$ cat src/rtl/knn_pkg.sv
// Shared definitions for the k-nearest-neighbour vote stage: candidate word
// layout, the invalid-label marker, FSM states and default sizing.
package knn_pkg;

  localparam int DIST_MSB  = 31;
  localparam int DIST_LSB  = 16;
  localparam int LABEL_MSB = 15;
  localparam int LABEL_LSB = 12;

  localparam logic [3:0] INVALID_LABEL = 4'hF;

  localparam int K_CONST_DEF  = 3;
  localparam int NUM_CAND_DEF = 6;

  typedef enum logic [1:0] {
    COLLECT,
    COUNT,
    SELECT,
    EMIT
  } state_e;

endpackage

$ cat src/rtl/knn_topk_insert.sv
// K-deep sorted (distance, label) register file with single-cycle stable
// insertion; slot 0 holds the nearest entry.
module knn_topk_insert
  import knn_pkg::*;
#(
  parameter int K_CONST    = K_CONST_DEF,
  parameter int DIST_BITS  = 16,
  parameter int LABEL_BITS = 4,
  parameter int IDX_W      = 2
) (
  input  logic                  clk_i,
  input  logic                  rst_i,
  input  logic                  clear_i,
  input  logic                  load_i,
  input  logic [DIST_BITS-1:0]  dist_i,
  input  logic [LABEL_BITS-1:0] label_i,
  input  logic [IDX_W-1:0]      rd_idx_i,
  output logic [LABEL_BITS-1:0] rd_label_o
);

  logic [DIST_BITS-1:0]  dist_q  [K_CONST];
  logic [DIST_BITS-1:0]  dist_d  [K_CONST];
  logic [LABEL_BITS-1:0] label_q [K_CONST];
  logic [LABEL_BITS-1:0] label_d [K_CONST];
  logic [K_CONST-1:0]    gt;

  // Strict compare keeps equal distances in arrival order; slots stay sorted,
  // so gt is a thermometer code marking where the new entry lands.
  always_comb begin
    for (int i = 0; i < K_CONST; i++) begin
      gt[i] = dist_q[i] > dist_i;
    end
  end

  always_comb begin
    for (int i = 0; i < K_CONST; i++) begin
      dist_d[i]  = dist_q[i];
      label_d[i] = label_q[i];
    end
    if (clear_i) begin
      for (int i = 0; i < K_CONST; i++) begin
        dist_d[i]  = '1;
        label_d[i] = '1;
      end
    end else if (load_i) begin
      if (gt[0]) begin
        dist_d[0]  = dist_i;
        label_d[0] = label_i;
      end
      for (int i = 1; i < K_CONST; i++) begin
        if (gt[i]) begin
          if (gt[i-1]) begin
            dist_d[i]  = dist_q[i-1];
            label_d[i] = label_q[i-1];
          end else begin
            dist_d[i]  = dist_i;
            label_d[i] = label_i;
          end
        end
      end
    end
  end

  always_ff @(posedge clk_i) begin
    if (rst_i) begin
      for (int i = 0; i < K_CONST; i++) begin
        dist_q[i]  <= '1;
        label_q[i] <= '1;
      end
    end else begin
      dist_q  <= dist_d;
      label_q <= label_d;
    end
  end

  assign rd_label_o = label_q[rd_idx_i];

endmodule

$ cat src/rtl/knn_vote_merge.sv
// Collects NUM_CAND candidate words per test digit, keeps the K nearest,
// majority-votes their labels and streams out one predicted-label word.
module knn_vote_merge
  import knn_pkg::*;
#(
  parameter int NUM_CAND   = NUM_CAND_DEF,
  parameter int K_CONST    = K_CONST_DEF,
  parameter int DIST_BITS  = 16,
  parameter int LABEL_BITS = 4,
  parameter int NUM_LABELS = 10
) (
  input  logic        clk,
  input  logic        reset,
  input  logic [31:0] Input_1_V_TDATA,
  input  logic        Input_1_V_TVALID,
  output logic        Input_1_V_TREADY,
  output logic [31:0] Output_1_V_TDATA,
  output logic        Output_1_V_TVALID,
  input  logic        Output_1_V_TREADY
);

  localparam int CC_W   = (NUM_CAND > 1) ? $clog2(NUM_CAND) : 1;
  localparam int IDX_W  = (K_CONST > 1) ? $clog2(K_CONST) : 1;
  localparam int VOTE_W = $clog2(K_CONST + 1);
  localparam logic [LABEL_BITS-1:0] NO_LABEL = '1;

  state_e                state_q, state_d;
  logic [CC_W-1:0]       cand_cnt_q, cand_cnt_d;
  logic [IDX_W-1:0]      idx_q, idx_d;
  logic [VOTE_W-1:0]     vote_q [NUM_LABELS];
  logic [VOTE_W-1:0]     vote_d [NUM_LABELS];
  logic [LABEL_BITS-1:0] best_label_q, best_label_d;
  logic [VOTE_W-1:0]     best_cnt_q, best_cnt_d;
  logic                  in_ready_q, in_ready_d;
  logic                  out_valid_q, out_valid_d;
  logic [31:0]           out_data_q, out_data_d;

  logic                  accept;
  logic                  out_fire;
  logic                  slot_clear;
  logic                  lbl_valid;
  logic [LABEL_BITS-1:0] slot_label;
  logic                  unused_low_bits;

  assign accept     = Input_1_V_TVALID & in_ready_q & (state_q == COLLECT);
  assign out_fire   = out_valid_q & Output_1_V_TREADY;
  assign slot_clear = (state_q == EMIT) & out_fire;
  assign lbl_valid  = slot_label < LABEL_BITS'(NUM_LABELS);
  assign unused_low_bits = ^Input_1_V_TDATA[LABEL_LSB-1:0];

  knn_topk_insert #(
    .K_CONST    (K_CONST),
    .DIST_BITS  (DIST_BITS),
    .LABEL_BITS (LABEL_BITS),
    .IDX_W      (IDX_W)
  ) u_topk (
    .clk_i      (clk),
    .rst_i      (reset),
    .clear_i    (slot_clear),
    .load_i     (accept),
    .dist_i     (Input_1_V_TDATA[DIST_MSB:DIST_LSB]),
    .label_i    (Input_1_V_TDATA[LABEL_MSB:LABEL_LSB]),
    .rd_idx_i   (idx_q),
    .rd_label_o (slot_label)
  );

  always_comb begin
    state_d      = state_q;
    cand_cnt_d   = cand_cnt_q;
    idx_d        = idx_q;
    vote_d       = vote_q;
    best_label_d = best_label_q;
    best_cnt_d   = best_cnt_q;
    in_ready_d   = in_ready_q;
    out_valid_d  = out_valid_q;
    out_data_d   = out_data_q;

    unique case (state_q)
      COLLECT: begin
        in_ready_d = 1'b1;
        if (accept) begin
          if (cand_cnt_q == CC_W'(NUM_CAND - 1)) begin
            cand_cnt_d = '0;
            idx_d      = '0;
            in_ready_d = 1'b0;
            state_d    = COUNT;
            for (int l = 0; l < NUM_LABELS; l++) begin
              vote_d[l] = '0;
            end
          end else begin
            cand_cnt_d = cand_cnt_q + CC_W'(1);
          end
        end
      end
      COUNT: begin
        if (lbl_valid) begin
          vote_d[slot_label] = vote_q[slot_label] + VOTE_W'(1);
        end
        if (idx_q == IDX_W'(K_CONST - 1)) begin
          idx_d        = '0;
          best_label_d = NO_LABEL;
          best_cnt_d   = '0;
          state_d      = SELECT;
        end else begin
          idx_d = idx_q + IDX_W'(1);
        end
      end
      SELECT: begin
        // Strict compare: on a tie the label seen at the lower slot wins.
        if (lbl_valid && (vote_q[slot_label] > best_cnt_q)) begin
          best_label_d = slot_label;
          best_cnt_d   = vote_q[slot_label];
        end
        if (idx_q == IDX_W'(K_CONST - 1)) begin
          idx_d       = '0;
          out_valid_d = 1'b1;
          out_data_d  = {{(32 - LABEL_BITS){1'b0}}, best_label_d};
          state_d     = EMIT;
        end else begin
          idx_d = idx_q + IDX_W'(1);
        end
      end
      EMIT: begin
        if (out_fire) begin
          out_valid_d = 1'b0;
          in_ready_d  = 1'b1;
          state_d     = COLLECT;
        end
      end
      default: state_d = COLLECT;
    endcase
  end

  always_ff @(posedge clk) begin
    if (reset) begin
      state_q      <= COLLECT;
      cand_cnt_q   <= '0;
      idx_q        <= '0;
      best_label_q <= NO_LABEL;
      best_cnt_q   <= '0;
      in_ready_q   <= 1'b0;
      out_valid_q  <= 1'b0;
      out_data_q   <= '0;
      for (int l = 0; l < NUM_LABELS; l++) begin
        vote_q[l] <= '0;
      end
    end else begin
      state_q      <= state_d;
      cand_cnt_q   <= cand_cnt_d;
      idx_q        <= idx_d;
      best_label_q <= best_label_d;
      best_cnt_q   <= best_cnt_d;
      in_ready_q   <= in_ready_d;
      out_valid_q  <= out_valid_d;
      out_data_q   <= out_data_d;
      vote_q       <= vote_d;
    end
  end

  assign Input_1_V_TREADY  = in_ready_q;
  assign Output_1_V_TVALID = out_valid_q;
  assign Output_1_V_TDATA  = out_data_q;

endmodule

$ cat config.mk
export PLATFORM = sky130hd
export DESIGN_NAME = knn_vote_merge
export DESIGN_NICKNAME = d
export VERILOG_FILES = /design/src/rtl/knn_pkg.sv /design/src/rtl/knn_topk_insert.sv /design/src/rtl/knn_vote_merge.sv
export SDC_FILE = /design/constraint.sdc
export NUM_CORES = 1
export LEC_CHECK = 0
export ABC_AREA = 1
export CAP_MARGIN = 20
export CORE_UTILIZATION = 60
export CTS_CLUSTER_DIAMETER = 30
export CTS_CLUSTER_SIZE = 8
export DETAILED_ROUTE_END_ITERATION = 16
export DONT_BUFFER_PORTS = 1
export PLACE_DENSITY = 0.76
export SYNTH_ARGS = -nofsm -noshare
export SYNTH_HDL_FRONTEND = slang
export SYNTH_SLANG_ARGS = --single-unit
$ cat constraint.sdc
create_clock -name clk -period 5.74 [get_ports clk]
set_clock_uncertainty 0.05 [all_clocks]
set_input_delay 0.861 -clock clk [delete_from_list [all_inputs] [get_ports clk]]
set_output_delay 0.861 -clock clk [all_outputs]
set_load 0.05 [all_outputs]
# Word level (Yosys, flattened, before mapping)
# Index checks and enable logic that the tools add are counted.
[word_totals]
ff_bits = 99
in_bits = 36
output_inout_bits = 34
[classes]
n_addsub = 3
order_cmp = 8
eq_ne = 12
muxes = 41
bitwise_logic = 6
n_reduce_logical = 22
[ops]
columns = ["cell", "n"]
rows = [
  ["$mux W20", 3],
  ["$gt A16 B16 Y1", 3],
  ["$pmux W20 S2", 1],
  ["$mux W16", 2],
  ["$mux W2", 13],
  ["$mux W4", 6],
  ["$bwmux W20", 1],
  ["$reduce_and A2 Y1", 7],
  ["$ne A2 B2 Y1 const B", 6],
  ["$reduce_bool A2 Y1", 5],
  ["$reduce_and A3 Y1", 3],
  ["$bmux W2 S4", 1],
  ["$bmux W4 S2", 1],
  ["$demux W2 S4", 1],
  ["$pmux W2 S2", 2],
  ["$pmux W2 S4", 1],
  ["$pmux W4 S2", 1],
  ["$eq A2 B2 Y1 const B", 3],
  ["$ge A5 B5 Y1 const B", 1],
  ["$lt A5 B1 Y1 const B", 1],
  ["$mux W1", 5],
  ["$not A4 Y5", 1],
  ["$reduce_and A5 Y1", 1],
  ["$add A2 B1 Y2 const B", 2],
  ["15 further kinds", 21],
]

# Depth between registers and ports, before layout
[depth]
depth_word = 12
ltp_mapped = 21

# Hierarchy
# Synthesis repeated with hierarchy kept, for this count alone.
[hier_totals]
cells_unflattened = 912
area_unflattened_um2 = 6409.9
[modules_own_cells]
columns = ["mod", "instances", "cells_per_inst", "area_per_inst_um2"]
rows = [
  ["knn_topk_insert", 1, 568, 4057.6],
  ["knn_vote_merge", 1, 344, 2352.3],
]

# Worst setup path after synthesis
# Ideal clock, no wire load.
[synth_path]
path_kind = "input -> register"
from = "in Input_1_V_TDATA[31]"
to = "reg u_topk.dist_q[16] (netlist name)"
setup_time_ps = 74
t_arrival_ps = 2456
t_required_ps = 5616
path_slack_ps = 3160
cell_stages = 11
n_path_buf = 1
cell_sequence = "inv_1 ha_1 nand4_1 nor3_1 o21ai_1 nand2_1 nand3_1 inv_1 buf_2 o21ai_0 o21ai_0"
[synth_via]
elab_chain_cells = 2
elab_cells_between_ends = 4
[synth_rtl]
columns = ["item", "line", "text"]
rows = [
  ["start, declared", "knn_vote_merge.sv:14", "input logic [31:0] Input_1_V_TDATA,"],
  ["$gt A16 B16 Y1", "knn_topk_insert.sv:31", "gt[i] = dist_q[i] > dist_i;"],
  ["$mux W16 or $reduce_and A2 Y1 (tied branches)", "--", ""],
  ["end signal, assigned", "knn_topk_insert.sv:71", "dist_q <= dist_d;"],
  ["end, declared", "knn_topk_insert.sv:21", "logic [DIST_BITS-1:0] dist_q [K_CONST];"],
]
# Parallel ways exist; a longest one is shown, timed or not.
# A chain may end at the register's enable or synchronous reset.

# Worst setup path after layout
[layout_path]
from = "reg in_ready_q, in the netlist Input_1_V_TREADY"
to = "reg u_topk.dist_q[12] (netlist name)"
[layout_via]
elab_chain_cells = 3
[layout_rtl]
columns = ["item", "line", "text"]
rows = [
  ["start, declared", "knn_vote_merge.sv:34", "logic in_ready_q, in_ready_d;"],
  ["start signal, assigned", "knn_vote_merge.sv:153", "in_ready_q <= in_ready_d;"],
  ["$and A1 B1 Y1 (2 in series)", "knn_vote_merge.sv:45", "assign accept = Input_1_V_TVALID & in_ready_q & (state_q == COLLECT);"],
  ["$reduce_and A2 Y1 (no source line)", "--", ""],
]
# Every way passes these cells.

==> flow_summary.yaml <==
cells_and_area:
  final_nets: 915
  fillers: 876
  layout-drive-gt1-share_pct: 4.46
  register_area_um2: 1980
  multiInputGateArea_um2: 3420
  fin_util_pct: 64.8
  finish.instance_area_um2: 6100
  area_delta_synth_final_pct: 2.61
  num_antenna_cells: 0
synth:
  ys.flop_type: "dfxtp_1"
  synth-xor-area-share_pct: 0
  synth.top_cells.by_count: "nand2_1, a21oi_1, o21ai_0"
  async_reset_ff_share_pct: 0
  synth.area.mux_share_pct: 0
  synth_compound_area_share_pct: 25.9
  synth_cell_type_count: 34
  synthAdderAreaFrac_pct: 11.4
  synth_top_area_share_pct: 33.4
  synth_top_family_by_area: "compound AO/OA/AOI/OAI gates"
  yosys.area_share.simple_pct: 18.6
  yosysWarnings: 0
  synthTopCellsByArea: "dfxtp_1, ha_1, a21oi_1"
  netlist_instances: 842
  yosys_register_bits: 99
  syn_area_um2: 5940
  synth_seq_area_share_pct: 33.4
  synth_top_cell_by_area: "dfxtp_1"
  yosysMostFrequentCell: "nand2_1"
  syn_avg_cell_area_um2: 7.06
  synth-edff-count: 0
route:
  num_vias: 5545
  postRouteAntennaNets: 0
  drc_errors: 0
  drtIter0Drc: 393
  viasPerCell: 5.78
  first_pass_iters: 5
  post_drt_wl_per_cell_um: 15.3
  routed_wl_um: 14700
clock_tree:
  htree_levels: 3
  postCtsSetupRepairBufs: 0
  clock_latency_ns: 0.37
  cts_buffer_depth: 2
  root_buffer: "clkbuf_8"
  cts_made_buffers: 9
  cts_resized: 0
  hold_buffers: 0
  cts.sinks: 99
  cts_tree: "done"
  path_clk_slew_ns: 0.10
global_route:
  grtUsageTotal_pct: 29.9
  grt_max_degree: 42
  overflow: 0
  grt_pass1_vias: 5297
  grt_pass1_wl_um: 24300
  antenna_found_initial: 0
critical_path:
  startpoint_type: "flop"
  crit_path_end_kind: "flop"
  critPathKind: "reg2reg"
  critPathMaxStageDelay_ns: 0.74
  arrival_ns: 3.67
  path_buf_inv: 2
  critPathTopFamily: "simple AND/OR/NAND/NOR gates"
  worst_path_max_delay_cell: "inv_1"
  worstPathMaxFanout: 21
  worstPathRequired_ns: 5.98
  crit_chain: "nand2_1, nor2_1, inv_1, a31oi_1, nand2_1, inv_1, o21ai_0, o21ai_0"
place:
  finalWeightedCongestion: 0.912
  io_buffers: 0
  dpl_cell_area_um2: 5900
  hpwl_um: 10300
timing:
  hold_viol_final: 0
  post-route-min-period_ns: 3.43
  slew_headroom_pct: 44.4
  fin_crit_sh_pct: 59.8
  fmax_ghz: 0.291
  setup-tns-final_ns: 0
  worst_pin_slew_ns: 0.831
  rsz0062_at_grt: "false"
  setup_violations: 0
  drv_slew: 0
die:
  die_h_um: 102
  ios: 70
  placementRows: 35
  die-area_um2: 10300
  fp.coreArea_um2: 9420
  start_util_pct: 63.1
  dieWidth_um: 102
pwr:
  vdd_drop_max_uv: 286
  power_density_nw_per_um2: 393
  p_leak_nw: 2.63
hold_path:
  hold_class: "reg2reg"
job:
  maxCapViolations: 0
run_status:
  status: "completed"
==> final timing paths <==
check,start,to,slack (ns),cells past startpoint
min reg2reg,vote_q[5]$_SDFFE_PP0P_,vote_q[5]$_SDFFE_PP0P_,0.42,2
min,vote_q[5]$_SDFFE_PP0P_,vote_q[5]$_SDFFE_PP0P_,0.42,2
max reg2reg,Input_1_V_TREADY$_SDFFE_PP0P_,u_topk.dist_q[12]$_SDFFE_PP1P_,2.31,8
max,Input_1_V_TREADY$_SDFFE_PP0P_,u_topk.dist_q[12]$_SDFFE_PP1P_,2.31,8
==> layer usage <==
layer	GRT usage (%)	wire length (µm)	up-vias
met4	10.6	216	0
met3	5.38	718	21
met1	34.1	6150	2589
met5	0	0	-
met2	55.7	7620	158
li1	-	-	2777
==> state kept, by name, indices dropped and copies added, names as in the netlist <==
signal / flops
u_topk.dist_q: 48
vote_q: 20
u_topk.label_q: 12
Output_1_V_TDATA: 4
best_label_q: 4
cand_cnt_q: 3
best_cnt_q: 2
idx_q: 2
state_q: 2
Input_1_V_TREADY: 1
Output_1_V_TVALID: 1
==> power breakdown <==
group / internal (mW) / leakage, nW / total (mW) / switching (mW)
Combinational: 0.309 / 1.73 / 1.04 / 0.732
Sequential: 0.801 / 0.806 / 0.902 / 0.102
Clock: 0.213 / 0.0926 / 0.455 / 0.241
Total: 1.32 / 2.63 / 2.40 / 1.07
==> cells by family after synthesis <==
logic type | Yosys count
buf+inv | 138
fa+ha+maj | 54
flops | 99
compound gates | 288
simple gates | 262
other cells | 1
==> metrics by stage <==
stage / hold slack (ns) / std cells / power (mW) / worst slack, ns
after floorplan: 0.390 / 869 / 1.72 / 3.16
after global placement: 0.392 / 943 / 1.90 / 2.07
after detailed placement: 0.401 / 943 / 1.94 / 1.96
after CTS: 0.417 / 959 / 2.39 / 2.38
after global routing: 0.427 / 959 / 2.59 / 2.03
final: 0.417 / 959 / 2.40 / 2.31
==> cell usage in the layout, fill, tap and decap left out, types with 3 or more instances in the layout <==
cell / instances
nand2_1: 162
nand2_2: 3
ha_1: 54
a21oi_1: 132
conb_1: 28
nor3_1: 8
inv_1: 72
clkbuf_8: 10
o21bai_1: 4
inv_2: 5
o21ai_0: 108
o21ai_1: 8
o22ai_1: 4
nand4_1: 5
buf_4: 6
nor2_1: 49
nand3_1: 23
nand3b_1: 4
o211ai_1: 21
dfxtp_1: 99
nand3_2: 3
==> worst min-delay path, delay by kind of cell, from the launching register on <==
family,cells,cell delay (ns)
simple gates,1,0.06
compound gates,1,0.06
flops,1,0.32
==> area by class of cell <==
type                    instances  share of cell area (%)
clock inverters                 4                   0.821
repair buffers                  6                   0.739
well taps                     129                    2.65
inverters                      77                    4.74
multi-input cells             632                    56.2
flip-flops and latches         99                    32.5
clock buffers                  12                    2.38
(Power assumes the default switching activity.)
